**src/rtl/seg7_digit_driver_pkg.sv**
```systemverilog
// Shared constants for the seven-segment digit driver.
// Blank patterns, FSM state encoding and the hex glyph table.
package seg7_digit_driver_pkg;

    localparam logic [6:0] SEG_OFF = 7'h7F;
    localparam logic [3:0] AN_OFF  = 4'hF;

    typedef enum logic {
        ST_BLANK = 1'b0,
        ST_DRIVE = 1'b1
    } state_t;

    // Active-low {g,f,e,d,c,b,a} glyphs
    localparam logic [6:0] HEX_0 = 7'h40;
    localparam logic [6:0] HEX_1 = 7'h79;
    localparam logic [6:0] HEX_2 = 7'h24;
    localparam logic [6:0] HEX_3 = 7'h30;
    localparam logic [6:0] HEX_4 = 7'h19;
    localparam logic [6:0] HEX_5 = 7'h12;
    localparam logic [6:0] HEX_6 = 7'h02;
    localparam logic [6:0] HEX_7 = 7'h78;
    localparam logic [6:0] HEX_8 = 7'h00;
    localparam logic [6:0] HEX_9 = 7'h10;
    localparam logic [6:0] HEX_A = 7'h08;
    localparam logic [6:0] HEX_B = 7'h03;
    localparam logic [6:0] HEX_C = 7'h46;
    localparam logic [6:0] HEX_D = 7'h21;
    localparam logic [6:0] HEX_E = 7'h06;
    localparam logic [6:0] HEX_F = 7'h0E;

endpackage

```
**src/rtl/seg7_hex_decode.sv**
```systemverilog
// Combinational hex-to-seven-segment decoder (active-low outputs).
// Ports: nibble (4b value in), pattern (7b {g..a} out).
module seg7_hex_decode
    import seg7_digit_driver_pkg::*;
(
    input  logic [3:0] nibble,
    output logic [6:0] pattern
);

    always_comb begin
        pattern = SEG_OFF;
        unique case (nibble)
            4'h0: pattern = HEX_0;
            4'h1: pattern = HEX_1;
            4'h2: pattern = HEX_2;
            4'h3: pattern = HEX_3;
            4'h4: pattern = HEX_4;
            4'h5: pattern = HEX_5;
            4'h6: pattern = HEX_6;
            4'h7: pattern = HEX_7;
            4'h8: pattern = HEX_8;
            4'h9: pattern = HEX_9;
            4'hA: pattern = HEX_A;
            4'hB: pattern = HEX_B;
            4'hC: pattern = HEX_C;
            4'hD: pattern = HEX_D;
            4'hE: pattern = HEX_E;
            4'hF: pattern = HEX_F;
        endcase
    end

endmodule

```
**src/rtl/seg7_digit_driver.sv**
```systemverilog
// 4-digit common-anode display driver: double-buffered value committed
// at frame boundaries, dead time on every digit switch, optional
// leading-zero blanking.
// Ports: clk, rst_n (sync, active low), sel (digit select), load,
// digits_in, dp_in, blank_lz in; an, seg, dp (all active low), pending out.
module seg7_digit_driver
    import seg7_digit_driver_pkg::*;
#(
    parameter int DEAD_CYCLES = 64,
    parameter int CNT_W       = 10
) (
    input  logic        clk,
    input  logic        rst_n,
    input  logic [1:0]  sel,
    input  logic        load,
    input  logic [15:0] digits_in,
    input  logic [3:0]  dp_in,
    input  logic        blank_lz,
    output logic [3:0]  an,
    output logic [6:0]  seg,
    output logic        dp,
    output logic        pending
);

    localparam logic [CNT_W-1:0] CNT_INIT = CNT_W'(DEAD_CYCLES);

    state_t            state, state_next;
    logic [CNT_W-1:0]  cnt, cnt_next;
    logic [1:0]        sel_q;
    logic [15:0]       active_val, shadow_val;
    logic [3:0]        active_dp, shadow_dp;
    logic              change, frame_edge;
    logic [3:0]        nibble;
    logic [6:0]        hex_seg;
    logic              lz;
    logic [3:0]        an_next;
    logic [6:0]        seg_next;
    logic              dp_next;

    assign change     = (sel != sel_q);
    assign frame_edge = (sel_q == 2'd3) && (sel == 2'd0);
    assign nibble     = active_val[{sel_q, 2'b00} +: 4];

    // Digit is a leading zero when it and every digit above it are zero
    assign lz = blank_lz && (sel_q != 2'd0)
             && ((active_val >> {sel_q, 2'b00}) == 16'h0);

    seg7_hex_decode u_dec (
        .nibble  (nibble),
        .pattern (hex_seg)
    );

    always_comb begin
        state_next = state;
        cnt_next   = cnt;
        an_next    = AN_OFF;
        seg_next   = SEG_OFF;
        dp_next    = 1'b1;
        unique case (state)
            ST_BLANK: begin
                if (change)
                    cnt_next = CNT_INIT;
                else if (cnt == '0)
                    state_next = ST_DRIVE;
                else
                    cnt_next = cnt - 1'b1;
            end
            ST_DRIVE: begin
                if (change) begin
                    state_next = ST_BLANK;
                    cnt_next   = CNT_INIT;
                end
            end
        endcase
        // Outputs follow the next state so anodes drop on the change edge
        if (state_next == ST_DRIVE) begin
            an_next  = ~(4'b0001 << sel_q);
            seg_next = lz ? SEG_OFF : hex_seg;
            dp_next  = ~active_dp[sel_q];
        end
    end

    always_ff @(posedge clk) begin
        if (!rst_n) begin
            state      <= ST_BLANK;
            cnt        <= CNT_INIT;
            sel_q      <= 2'd0;
            active_val <= 16'h0;
            active_dp  <= 4'h0;
            shadow_val <= 16'h0;
            shadow_dp  <= 4'h0;
            pending    <= 1'b0;
            an         <= AN_OFF;
            seg        <= SEG_OFF;
            dp         <= 1'b1;
        end else begin
            state <= state_next;
            cnt   <= cnt_next;
            sel_q <= sel;
            an    <= an_next;
            seg   <= seg_next;
            dp    <= dp_next;
            // Old shadow commits before a coincident load overwrites it
            if (frame_edge && pending) begin
                active_val <= shadow_val;
                active_dp  <= shadow_dp;
            end
            if (load) begin
                shadow_val <= digits_in;
                shadow_dp  <= dp_in;
            end
            pending <= load | (pending & ~frame_edge);
        end
    end

endmodule

```
**config.mk**
```make
export PLATFORM = sky130hd
export DESIGN_NAME = seg7_digit_driver
export DESIGN_NICKNAME = d
export VERILOG_FILES = /design/src/rtl/seg7_digit_driver_pkg.sv /design/src/rtl/seg7_hex_decode.sv /design/src/rtl/seg7_digit_driver.sv
export SDC_FILE = /design/constraint.sdc
export NUM_CORES = 1
export LEC_CHECK = 0
export CAP_MARGIN = 10
export CORE_MARGIN = 4
export CORE_UTILIZATION = 50
export DETAILED_ROUTE_END_ITERATION = 7
export HOLD_SLACK_MARGIN = 0.15
export PLACE_DENSITY = 0.73
export RECOVER_POWER = 50
export SLEW_MARGIN = 20
export SYNTH_ARGS = -nofsm -noshare
export SYNTH_HDL_FRONTEND = slang
export SYNTH_HIERARCHICAL = 1
export SYNTH_SLANG_ARGS = --single-unit
```
**constraint.sdc**
```tcl
create_clock -name clk -period 2.95 [get_ports clk]
set_input_delay 0.295 -clock clk [delete_from_list [all_inputs] [get_ports clk]]
set_output_delay 0.295 -clock clk [all_outputs]
set_load 0.05 [all_outputs]
```
==> flow_summary.yaml, run 1 <==
placement:
  portBuffers: 38
  place_hpwl_mm: 4.01
  place.gp.congestion: 0.824
worst_setup_path:
  end_kind: "flip-flop"
  path_class: "reg -> reg"
  startpoint_type: "flip-flop"
  crit_arrival_ps: 2540
  critical_path.max_fanout: 13
  worstPathRequired_ps: 3180
drt:
  wl_met2_mm: 2.64
  ant_nets: 0
  top_layer_used: "met4"
  wl_per_cell_um: 13.5
  num_vias: 2213
  routed_wirelength_mm: 5.63
  drcViolationCount: 0
  viasPerCell: 5.29
  met3_length_um: 294
  drtIter0Drc: 74
  first_pass_iters: 4
  wl_met1_mm: 2.61
timing:
  rsz0062_at_grt: "no"
  period_minus_slack_ps: 2310
  final-setup-viol-count: 0
  final_max_slew_viol_count: 0
  finalHoldViolCount: 0
  finalCritPeriodShare: 0.784
  hold_slack_ps: 469
  finClkSkew_ps: 6.81
  fin_setup_tns_ps: 0
  worst_slew_pin_slew_ps: 1390
  slew_headroom: 0.0755
  fmax_mhz: 432
cts:
  clockBufferDepth: 2
  cts_resized: 0
  postCtsSetupBuffers: 0
  cts_inserted_buffers: 9
  cts_hold_buf: 0
  htreeDepth: 3
  clock_latency_ps: 340
  clkSlewWorstSetupHoldPaths_ps: 70
  cts_sinks: 66
  cts_tree: "built"
  cts_root_buf: "clkbuf_8"
cells_and_area:
  syn_to_final_growth_pct: 20.7
  finalNetCount: 375
  layout-drive-gt1-share: 0.0925
  antenna_cells: 0
  fillers: 489
  final_util: 0.638
power_and_ir_drop:
  p_leak_uw: 0.00127
  power_density_nw_per_um2: 570
  total_power_uw: 2050
  vdd_ir_drop_max_v: 0.000384
min_path:
  hold_path.class: "reg -> reg"
synthesis:
  synth-main-ff-cell: "dfxtp_1"
  synth.net_count: 340
  synth_compound_area_frac: 0.121
  yosys_warnings: 6
  synth_top_family_by_area: "simple AND/OR/NAND/NOR gates"
  netlist_instances: 306
  synth_edf_count: 0
  synthSimpleGateAreaFrac: 0.208
  synth.avg_cell_area_um2: 9.75
  ys_seq_area_frac: 0.443
  synth_mux_area_frac: 0.133
  synth.distinct_cells: 47
  synth_async_sr_flop_share: 0
  synthAdderAreaFrac: 0.0336
  synth-seq-cells: 66
  synthXorXnorAreaFrac: 0.00881
  syn-cell-area_um2: 2980
global_routing:
  grt_use_total: 0.166
  grt-ovfl-total: 0
  grt_pass1_wl_mm: 9.69
  antenna_found_initial: 0
  grt_pass1_vias: 2177
  grt_max_degree: 44
floorplanning:
  die_w_um: 85.2
  core_um2: 5640
  boundaryPins: 39
  rows: 27
  dieArea_um2: 7270
  start_util: 0.529
  die_y_um: 85.2
run_status:
  status: "complete, no violations"
job:
  cap_violations: 0
[area by class of cell]
cell class	count	area [µm²]	share of cell area
clock inverter	4	98.8	0.0274
clock buffer	12	145	0.0403
sequential	66	1320	0.367
inverter	9	33.8	0.00938
timing repair buffer	43	414	0.115
multi-input combinational	212	1500	0.416
tap	72	90.1	0.0250
[logic make-up after synthesis]
kind of cell | after synthesis
simple gates | 115
mux | 32
compound gates | 54
fa+ha+maj | 8
flops | 66
xor+xnor | 3
buf+inv | 28
[cells in the mapped netlist, types with 2 or more instances]
library cell	number	area (µm²)
o21ai_0	10	50.1
ha_1	8	100
a21boi_0	20	150
nor4_1	3	18.8
nor3_1	10	50.1
buf_6	2	22.5
dfxtp_1	66	1320
mux4_2	6	135
xnor2_1	3	26.3
o21ai_1	7	35.0
clkbuf_1	6	22.5
nor2b_1	20	125
nand2_1	45	169
nand3b_1	3	22.5
nand3_1	3	15.0
a21oi_1	6	30.0
clkbuf_8	3	41.3
or3_1	7	43.8
mux2i_1	26	260
buf_2	8	40.0
and2_1	2	12.5
o31a_1	2	17.5
or4_1	3	22.5
nor2_1	7	26.3
inv_1	8	30.0
[layer usage]
metal	GRT usage	up-vias
li1	-	1136
met1	0.207	1012
met2	0.266	55
met3	0.0553	10
met4	0.0604	0
met5	0	-
[sequential cells by signal (all words and copies together), names as in the netlist]
name,cells
active_val,16
shadow_val,16
cnt,10
seg,7
active_dp,4
an,4
shadow_dp,4
sel_q,2
dp,1
pending,1
state,1
[critical path: stages (launching register included)]
cell and delay [ps]:
dfxtp_1 610, mux4_2 390, inv_1 130, ha_1 320, inv_1 40, mux4_2 440, nor3_1 180, o21ai_1 90
[cells in the final DEF (no fill, tap or decap), types with 2 or more instances in the layout]
master	n
a21boi_0	20
a21oi_1	6
buf_4	4
bufinv_16	3
clkbuf_1	3
clkbuf_8	10
clkdlybuf4s50_1	25
dfxtp_1	66
dlygate4sd3_1	13
ha_1	8
inv_1	8
mux2i_1	26
mux4_2	6
nand2_1	45
nand3_1	3
nand3b_1	3
nor2_1	7
nor2b_1	20
nor3_1	10
nor4_1	3
o21ai_0	10
o21ai_1	7
o31a_1	2
or3_1	7
or4_1	3
or4b_1	2
xnor2_1	3
[per-stage QoR]
stage          cells  setup WS (ps)  instance area (µm²)
2_1_floorplan    306            715                 2980
6_report         418            637                 3600
4_1_cts          418            648                 3610
5_1_grt          418            447                 3600
3_3_place_gp     402            749                 3370
3_5_place_dp     402            659                 3370
[final timing paths]
check,cells after the start,end,slack (ps),from
max reg2reg,7,seg[3],640,sel_q[1]
max,7,seg[3],640,sel_q[1]
min reg2reg,2,active_dp[3],470,active_dp[3]
min,2,active_dp[3],470,active_dp[3]
[power by group]
part / internal [µW] / switching [µW] / total [µW]
sequential: 919 / 24.1 / 943
clock: 587 / 336 / 922
combinational: 98.7 / 87.6 / 186
total: 1600 / 447 / 2050
(Power assumes the default switching activity.)
==> run 2: changes to the inputs <==
--- a/config.mk
+++ b/config.mk
@@ -7,10 +7,10 @@
 export LEC_CHECK = 0
 export CAP_MARGIN = 10
 export CORE_MARGIN = 4
-export CORE_UTILIZATION = 50
+export CORE_UTILIZATION = 49
 export DETAILED_ROUTE_END_ITERATION = 7
 export HOLD_SLACK_MARGIN = 0.15
-export PLACE_DENSITY = 0.73
+export PLACE_DENSITY = 0.75
 export RECOVER_POWER = 50
 export SLEW_MARGIN = 20
 export SYNTH_ARGS = -nofsm -noshare
==> constraint.sdc (replaced) <==
create_clock -name clk -period 2.05 [get_ports clk]
set_input_delay 0.205 -clock clk [delete_from_list [all_inputs] [get_ports clk]]
set_output_delay 0.205 -clock clk [all_outputs]
set_load 0.05 [all_outputs]
==> run 2 against run 1 <==
Worst hold slack lost 2.0 ps. Core utilization shrank 1.5 points. Wire length grew 2.7%. Clock skew shrank 0.54 ps. Via count grew 2.3%. Cell count grew 4.8%. First-iteration DRC count shrank 2.7%. Global-route usage grew 0.47 points. Total power grew 23%. Clock power shrank 3.6%. Maximum frequency grew 15%. Largest cell class unchanged.
==> flow_summary.yaml, run 2 (synthesis gave the netlist of run 1 again) <==
power_and_ir_drop:
  vdd_ir_drop_max_v: 0.000510
  p_int_uw: 1910
  switching_power_uw: 624
  p_clk_frac: 0.351
  pwr-share-seq: 0.536
  combPwrFrac: 0.113
  power_density_nw_per_um2: 686
  p_leak_uw: 0.00131
  switching_share: 0.246
drt:
  ant_nets: 0
  routed_wirelength_mm: 5.78
  num_vias: 2264
  wl_per_cell_um: 13.2
  drcViolationCount: 0
  first_pass_iters: 4
  drtIter0Drc: 72
  viasPerCell: 5.17
timing:
  finalHoldViolCount: 0
  final-setup-viol-count: 0
  hold_slack_ps: 467
  fmax_mhz: 496
  final_max_slew_viol_count: 0
  period_minus_slack_ps: 2020
  rsz0062_at_grt: "yes"
  finalCritPeriodShare: 0.984
  worst_slew_pin_slew_ps: 646
  slew_headroom: 0.569
  finClkSkew_ps: 6.27
floorplanning:
  core_um2: 5920
  die_w_um: 86.0
  rows: 28
  start_util: 0.504
  dieArea_um2: 7400
  die_y_um: 86.0
  boundaryPins: 39
run_status:
  status: "complete, no violations"
cts:
  htreeDepth: 3
  cts_tree: "built"
  cts_inserted_buffers: 9
  cts_sinks: 66
  clockBufferDepth: 2
  cts_root_buf: "clkbuf_8"
  clkSlewWorstSetupHoldPaths_ps: 70
  clock_latency_ps: 340
global_routing:
  grt_pass1_wl_mm: 10.1
  grt_pass1_vias: 2256
  grt_use_total: 0.170
  grt_max_degree: 44
  grt-ovfl-total: 0
  antenna_found_initial: 0
placement:
  portBuffers: 38
  place_hpwl_mm: 4.27
  place.gp.congestion: 0.867
worst_setup_path:
  worstRegToRegCells: 7
  worstPathRequired_ps: 2260
  critical_path.max_fanout: 5
  crit_arrival_ps: 2230
  end_kind: "flip-flop"
  startpoint_type: "flip-flop"
  path_class: "reg -> reg"
cells_and_area:
  antenna_cells: 0
  layout-drive-gt1-share: 0.168
  layout.cells.most_common: "dfxtp_1"
  finalNetCount: 393
  reg.largest.list: "active_val: 16 flops, shadow_val: 16 flops, cnt: 10 flops"
  most-common-layout-cells: "65 x dfxtp_1, 45 x nand2_1, 26 x mux2i_1, 26 x clkdlybuf4s50_1"
  final_util: 0.623
  syn_to_final_growth_pct: 23.7
min_path:
  hold_path_depth: 2
  hold_path.class: "reg -> reg"
job:
  cap_violations: 0
run 2: cell count changes in the layout (fill, tap and decap cells not counted), moves of 2 or more:
cell,before,now
inv_1,8,5
inv_2,1,3
ha_2,0,4
o21ai_1,7,9
clkinv_2,0,2
buf_4,4,20
o21ai_0,10,8
clkbuf_2,0,2
ha_1,8,3
bufinv_16,3,0
run 2: worst paths after layout:
| check | startpoint | to | slack, ps |
|---|---|---|---|
| setup / recovery | sel_q[0] | seg[3] | 30 |
| hold / removal | shadow_val[3] | active_val[3] | 470 |
| setup reg to reg | sel_q[0] | seg[3] | 30 |
| hold reg to reg | shadow_val[3] | active_val[3] | 470 |
run 2: per-stage QoR:
stage	instances	TNS, ps	setup WS (ps)	cell area, µm²	power [µW]
2_1_floorplan	306	-125	-125	3000	1580
3_3_place_gp	421	0	24.1	3510	1670
3_5_place_dp	421	-49.5	-49.5	3510	1670
4_1_cts	437	0	6.01	3680	2570
5_1_grt	438	-152	-54.4	3690	2660
6_report	438	0	33.2	3690	2530
run 2: final cells by class:
cell class	instances	area, µm²
Fill cell	524	2230
Multi-Input combinational cell	212	1530
Sequential cell	66	1330
Timing Repair Buffer	61	552
Clock buffer	12	135
Tap cell	75	93.8
Inverter	9	36.3
Clock inverter	3	17.5
run 2: power by group through the flow:
stage          Clock [µW]  Sequential, µW  Combinational [µW]
5_1_grt               979            1360                 319
3_5_place_dp            0            1380                 290
2_1_floorplan           0            1380                 196
3_3_place_gp            0            1380                 283
4_1_cts               919            1360                 291
6_report              889            1360                 287
run 2: worst max-delay path: stages (launching register included):
cell and delay (ps):
dfxtp_4 380, mux4_2 580, inv_2 110, ha_4 140, inv_2 30, mux4_2 450
nor3_2 100, o21ai_1 90
run 2: layer usage:
metal	part of all wire	vias to the layer above	wire length, µm	track usage
met1	0.47	1042	2750	0.221
li1	-	1168	-	-
met4	0.013	0	77	0.0604
met3	0.044	10	255	0.0461
met5	0	-	0	0
met2	0.47	44	2700	0.272
run 2: repair_timing:
action / CTS / global route
endpoints found under the hold margin: 0 / 0
hold buffers: 0 / 0
buffers inserted: 1 / 1
pin swaps: 0 / 5
setup endpoints to repair: 1 / 7
gates resized for setup: 3 / 7
==> run 3: changes to the inputs <==
--- a/config.mk
+++ b/config.mk
@@ -17,3 +17,4 @@
 export SYNTH_HDL_FRONTEND = slang
 export SYNTH_HIERARCHICAL = 1
 export SYNTH_SLANG_ARGS = --single-unit
+export TNS_END_PERCENT = 5
==> run 3 against run 2 <==
Worst hold slack about the same. Sequential power barely moved. Clock skew hardly changed. Wire length shrank 0.59%. Combinational power is essentially flat. Cell count did not move. Critical path depth is the same. Count of clock-buffer cells in the layout unchanged. Clock power is essentially flat. Global-route usage stayed put. Sequential cell count unchanged.
==> flow_summary.yaml, run 3 (synthesis gave the netlist of run 1 again) <==
global_routing:
  grt_pass1_vias: 2256
  antenna_found_initial: 0
  grt_use_total: 0.170
  grt_pass1_wl_mm: 10.1
  grt_max_degree: 44
  grt-ovfl-total: 0
floorplanning:
  start_util: 0.504
  die_w_um: 86.0
  core_um2: 5920
  boundaryPins: 39
  die_y_um: 86.0
  rows: 28
  dieArea_um2: 7400
worst_setup_path:
  critical_path.max_fanout: 5
  path_class: "reg -> reg"
  worstPathRequired_ps: 2260
  crit_arrival_ps: 2220
  startpoint_type: "flip-flop"
  end_kind: "flip-flop"
placement:
  portBuffers: 38
  place_hpwl_mm: 4.27
  place.gp.congestion: 0.867
  dp_cells: 421
cts:
  clockBufferDepth: 2
  cts_hold_buf: 0
  cts_tree: "built"
  htreeDepth: 3
  clkSlewWorstSetupHoldPaths_ps: 70
  cts_root_buf: "clkbuf_8"
  cts_inserted_buffers: 9
  cts_sinks: 66
  clock_latency_ps: 340
timing:
  final_max_slew_viol_count: 0
  fmax_mhz: 497
  period_minus_slack_ps: 2010
  rsz0062_at_grt: "yes"
  worst_slew_pin_slew_ps: 642
  finClkSkew_ps: 6.27
  finalCritPeriodShare: 0.982
  finalHoldViolCount: 0
  final-setup-viol-count: 0
  fin_setup_tns_ps: 0
  slew_headroom: 0.572
power_and_ir_drop:
  p_leak_uw: 0.00131
  vdd_ir_drop_max_v: 0.000511
  power_density_nw_per_um2: 686
drt:
  routed_wirelength_mm: 5.75
  wl_per_cell_um: 13.1
  ant_nets: 0
  drcViolationCount: 0
  first_pass_iters: 4
  drtIter0Drc: 78
  viasPerCell: 5.17
  num_vias: 2264
job:
  cap_violations: 0
cells_and_area:
  fin_cells: 438
  finalNetCount: 393
  reg.largest.list: "active_val: 16 flops, shadow_val: 16 flops, cnt: 10 flops"
  antenna_cells: 0
  syn_to_final_growth_pct: 23.6
  layout-drive-gt1-share: 0.165
  most-common-layout-cells: "65 x dfxtp_1, 45 x nand2_1, 26 x mux2i_1, 26 x clkdlybuf4s50_1"
  layout.cells.most_common: "dfxtp_1"
min_path:
  hold_path.class: "reg -> reg"
run_status:
  status: "complete, no violations"
==> run 3: through the flow <==
step	hold WS, ps	power [µW]	cell area (µm²)	setup WS, ps	utilization
6_report	467	2530	3690	36.8	0.623
5_1_grt	488	2660	3690	-51.1	0.623
4_1_cts	466	2570	3680	6.01	0.621
3_5_place_dp	458	1670	3510	-49.5	0.593
3_3_place_gp	447	1670	3510	24.1	0.593
2_1_floorplan	327	1580	3000	-125	-
==> run 3: cell type report <==
| class | count | area [µm²] |
|---|---|---|
| inverter | 9 | 36.3 |
| multi-input combinational | 212 | 1530 |
| sequential | 66 | 1330 |
| fill | 523 | 2230 |
| timing repair buffer | 61 | 552 |
| clock buffer | 12 | 135 |
| tap | 75 | 93.8 |
| clock inverter | 3 | 17.5 |
==> run 3: where the power goes <==
group | total, µW | switching (µW) | internal, µW | leakage (µW)
clock network | 886 | 458 | 429 | 0.0000762
registers | 1360 | 33.5 | 1320 | 0.000538
logic | 287 | 131 | 157 | 0.000700
==> run 3: path summary, 6_finish.rpt <==
path	endpoint	slack [ps]	start	cells after the start
worst min-delay path	active_dp[0]	470	active_dp[0]	2
worst max register to register	seg[3]	40	sel_q[0]	7
worst min register to register	active_dp[0]	470	active_dp[0]	2
worst max-delay path	seg[3]	40	sel_q[0]	7
==> run 3: layer usage <==
metal  vias up  global-route usage  part of all wire
met5         -                   0                 0
met4         0              0.0604             0.013
met3        10              0.0461             0.047
met2        48               0.272              0.47
met1      1036               0.221              0.47
li1       1170                   -                 -
==> run 3: repair_timing <==
item / in CTS / in global routing
endpoints found under the setup margin: 1 / 7
gates resized for setup: 3 / 6
pin swaps: 0 / 4
setup buffers: 1 / 1
==> run 3: critical path: stages (launching register included) <==
cell and delay [ps]:
dfxtp_4 380, mux4_2 580, inv_2 110, ha_4 140, inv_2 30, mux4_2 450, nor3_2 110, o21ai_1 90
==> patch, RTL diff (flow settings as in run 2) <==
Change the parameter `DEAD_CYCLES` from 64 to 32.
--- a/src/rtl/seg7_digit_driver.sv
+++ b/src/rtl/seg7_digit_driver.sv
@@ -8,3 +8,3 @@
 #(
-    parameter int DEAD_CYCLES = 64,
+    parameter int DEAD_CYCLES = 32,
     parameter int CNT_W       = 10
Check against the original RTL: same outputs for any inputs over 10 cycles, from zero or initial values and one cycle with rst_n low; that may be too few to reach the edited logic, so the function may still have changed.
==> patch against run 2 <==
- power increased by 1.1%
- sequential cell count unchanged
- cell area increased by 1.2%
- first-iteration DRC count increased by 4.2%
- non-clock buffer count decreased by 3
- synthesized area decreased by 0.25%
- setup slack got worse by 0.013 ns
- wire length increased by 7.4%
- largest cell class unchanged
==> patch: results (changes against run 2) <==
<table>
<tr><th>Metric</th><th>Value</th></tr>
<tr><th colspan="2">Clock tree</th></tr>
<tr><td>Post-cts repair resize count</td><td>0 (-3)</td></tr>
<tr><td>Setup Fix Bufs, Post-CTS</td><td>0 (-1)</td></tr>
<tr><th colspan="2">Yosys</th></tr>
<tr><td>Synthesized netlist net count</td><td>338 (-0.59%)</td></tr>
<tr><td>Cells taking the most area after synthesis</td><td>sky130_fd_sc_hd__dfxtp_1, sky130_fd_sc_hd__mux2i_1, sky130_fd_sc_hd__nand2_1, sky130_fd_sc_hd__nor2b_1, sky130_fd_sc_hd__mux4_2</td></tr>
<tr><td>Synthesized instance count</td><td>304 (-0.65%)</td></tr>
<tr><td>Proportion of synthesized area in mux cells</td><td>0.1362 (+0.003699)</td></tr>
<tr><td>Most instantiated cells after synthesis</td><td>sky130_fd_sc_hd__dfxtp_1, sky130_fd_sc_hd__nand2_1, sky130_fd_sc_hd__mux2i_1</td></tr>
<tr><td>Compound-Gate Fraction of Synth Area</td><td>0.1253 (+0.004510)</td></tr>
<tr><td>Sequential area share after synthesis</td><td>0.4441 (+0.001118)</td></tr>
<tr><th colspan="2">Placed design</th></tr>
<tr><td>Number of cells after detailed placement</td><td>418 (-0.71%)</td></tr>
<tr><th colspan="2">Global route</th></tr>
<tr><td>Met2 capacity usage during global routing</td><td>0.2614 (-0.01051)</td></tr>
<tr><td>Tot GR Track Use</td><td>0.1722 (+0.001744)</td></tr>
<tr><td>Via count of the first global-routing pass</td><td>2180 (-3.4%)</td></tr>
<tr><td>Fraction of met3 tracks used by global routing</td><td>0.03746 (-0.008646)</td></tr>
<tr><th colspan="2">Worst setup path</th></tr>
<tr><td>Reg2reg end</td><td>seg[0]$_SDFF_PP1_</td></tr>
<tr><th colspan="2">Final layout</th></tr>
<tr><td>Number of multi-input logic gates</td><td>214 (+0.94%)</td></tr>
<tr><td>Non-clk bufs</td><td>58 (-4.9%)</td></tr>
<tr><td>Clock network share of area</td><td>0.04357 (+0.002196)</td></tr>
<tr><td>Footprint of the multi-input gates</td><td>1598 sq um (+4.4%)</td></tr>
<tr><td>Fraction of final layout cells with drive strength greater than 1</td><td>0.1579 (-0.01015)</td></tr>
<tr><td>Number of ordinary inverters in the final layout</td><td>7 (-2)</td></tr>
<tr><td>Nets</td><td>390 (-0.76%)</td></tr>
<tr><td>Fraction of area in non-clock buffers</td><td>0.1404 (-0.009126)</td></tr>
<tr><td>Fillers</td><td>497 (-5.2%)</td></tr>
<tr><th colspan="2">Run status</th></tr>
<tr><td>Run status</td><td>finished clean</td></tr>
<tr><th colspan="2">Min path</th></tr>
<tr><td>Worst hold endpoint</td><td>active_dp[2]$_SDFFE_PN0P_</td></tr>
<tr><th colspan="2">Power and ir drop</th></tr>
<tr><td>Leakage</td><td>0.001330 uW (+1.2%)</td></tr>
<tr><th colspan="2">Route</th></tr>
<tr><td>Met3 wire len</td><td>296 um (+16%)</td></tr>
</table>
[patch: cell types whose count changed after synthesis, sizes merged, moves of 3 or more]
cell	before	now
a21oi	6	3
nor2b	20	24
or3	7	4
nor2	7	10
o21ai	17	13
[patch: worst register-to-register path: cells and delay by family (launching register included)]
family | cells | cell delay (ns)
compound gates | 3 | 0.37
mux | 1 | 0.57
simple gates | 2 | 0.35
flops | 1 | 0.36
fa+ha+maj | 1 | 0.26
[patch: how the worst max path moves through the flow]
stage               slack [ns]                end  depth (start not counted)
global route             -0.09  seg[0]$_SDFF_PP1_                          7
CTS                      0.008  seg[3]$_SDFF_PP1_                          7
global placement          0.04  seg[3]$_SDFF_PP1_                          7
finish                    0.02  seg[0]$_SDFF_PP1_                          7
floorplan                -0.10  seg[3]$_SDFF_PP1_                          7
detailed placement        0.02  seg[3]$_SDFF_PP1_                          7
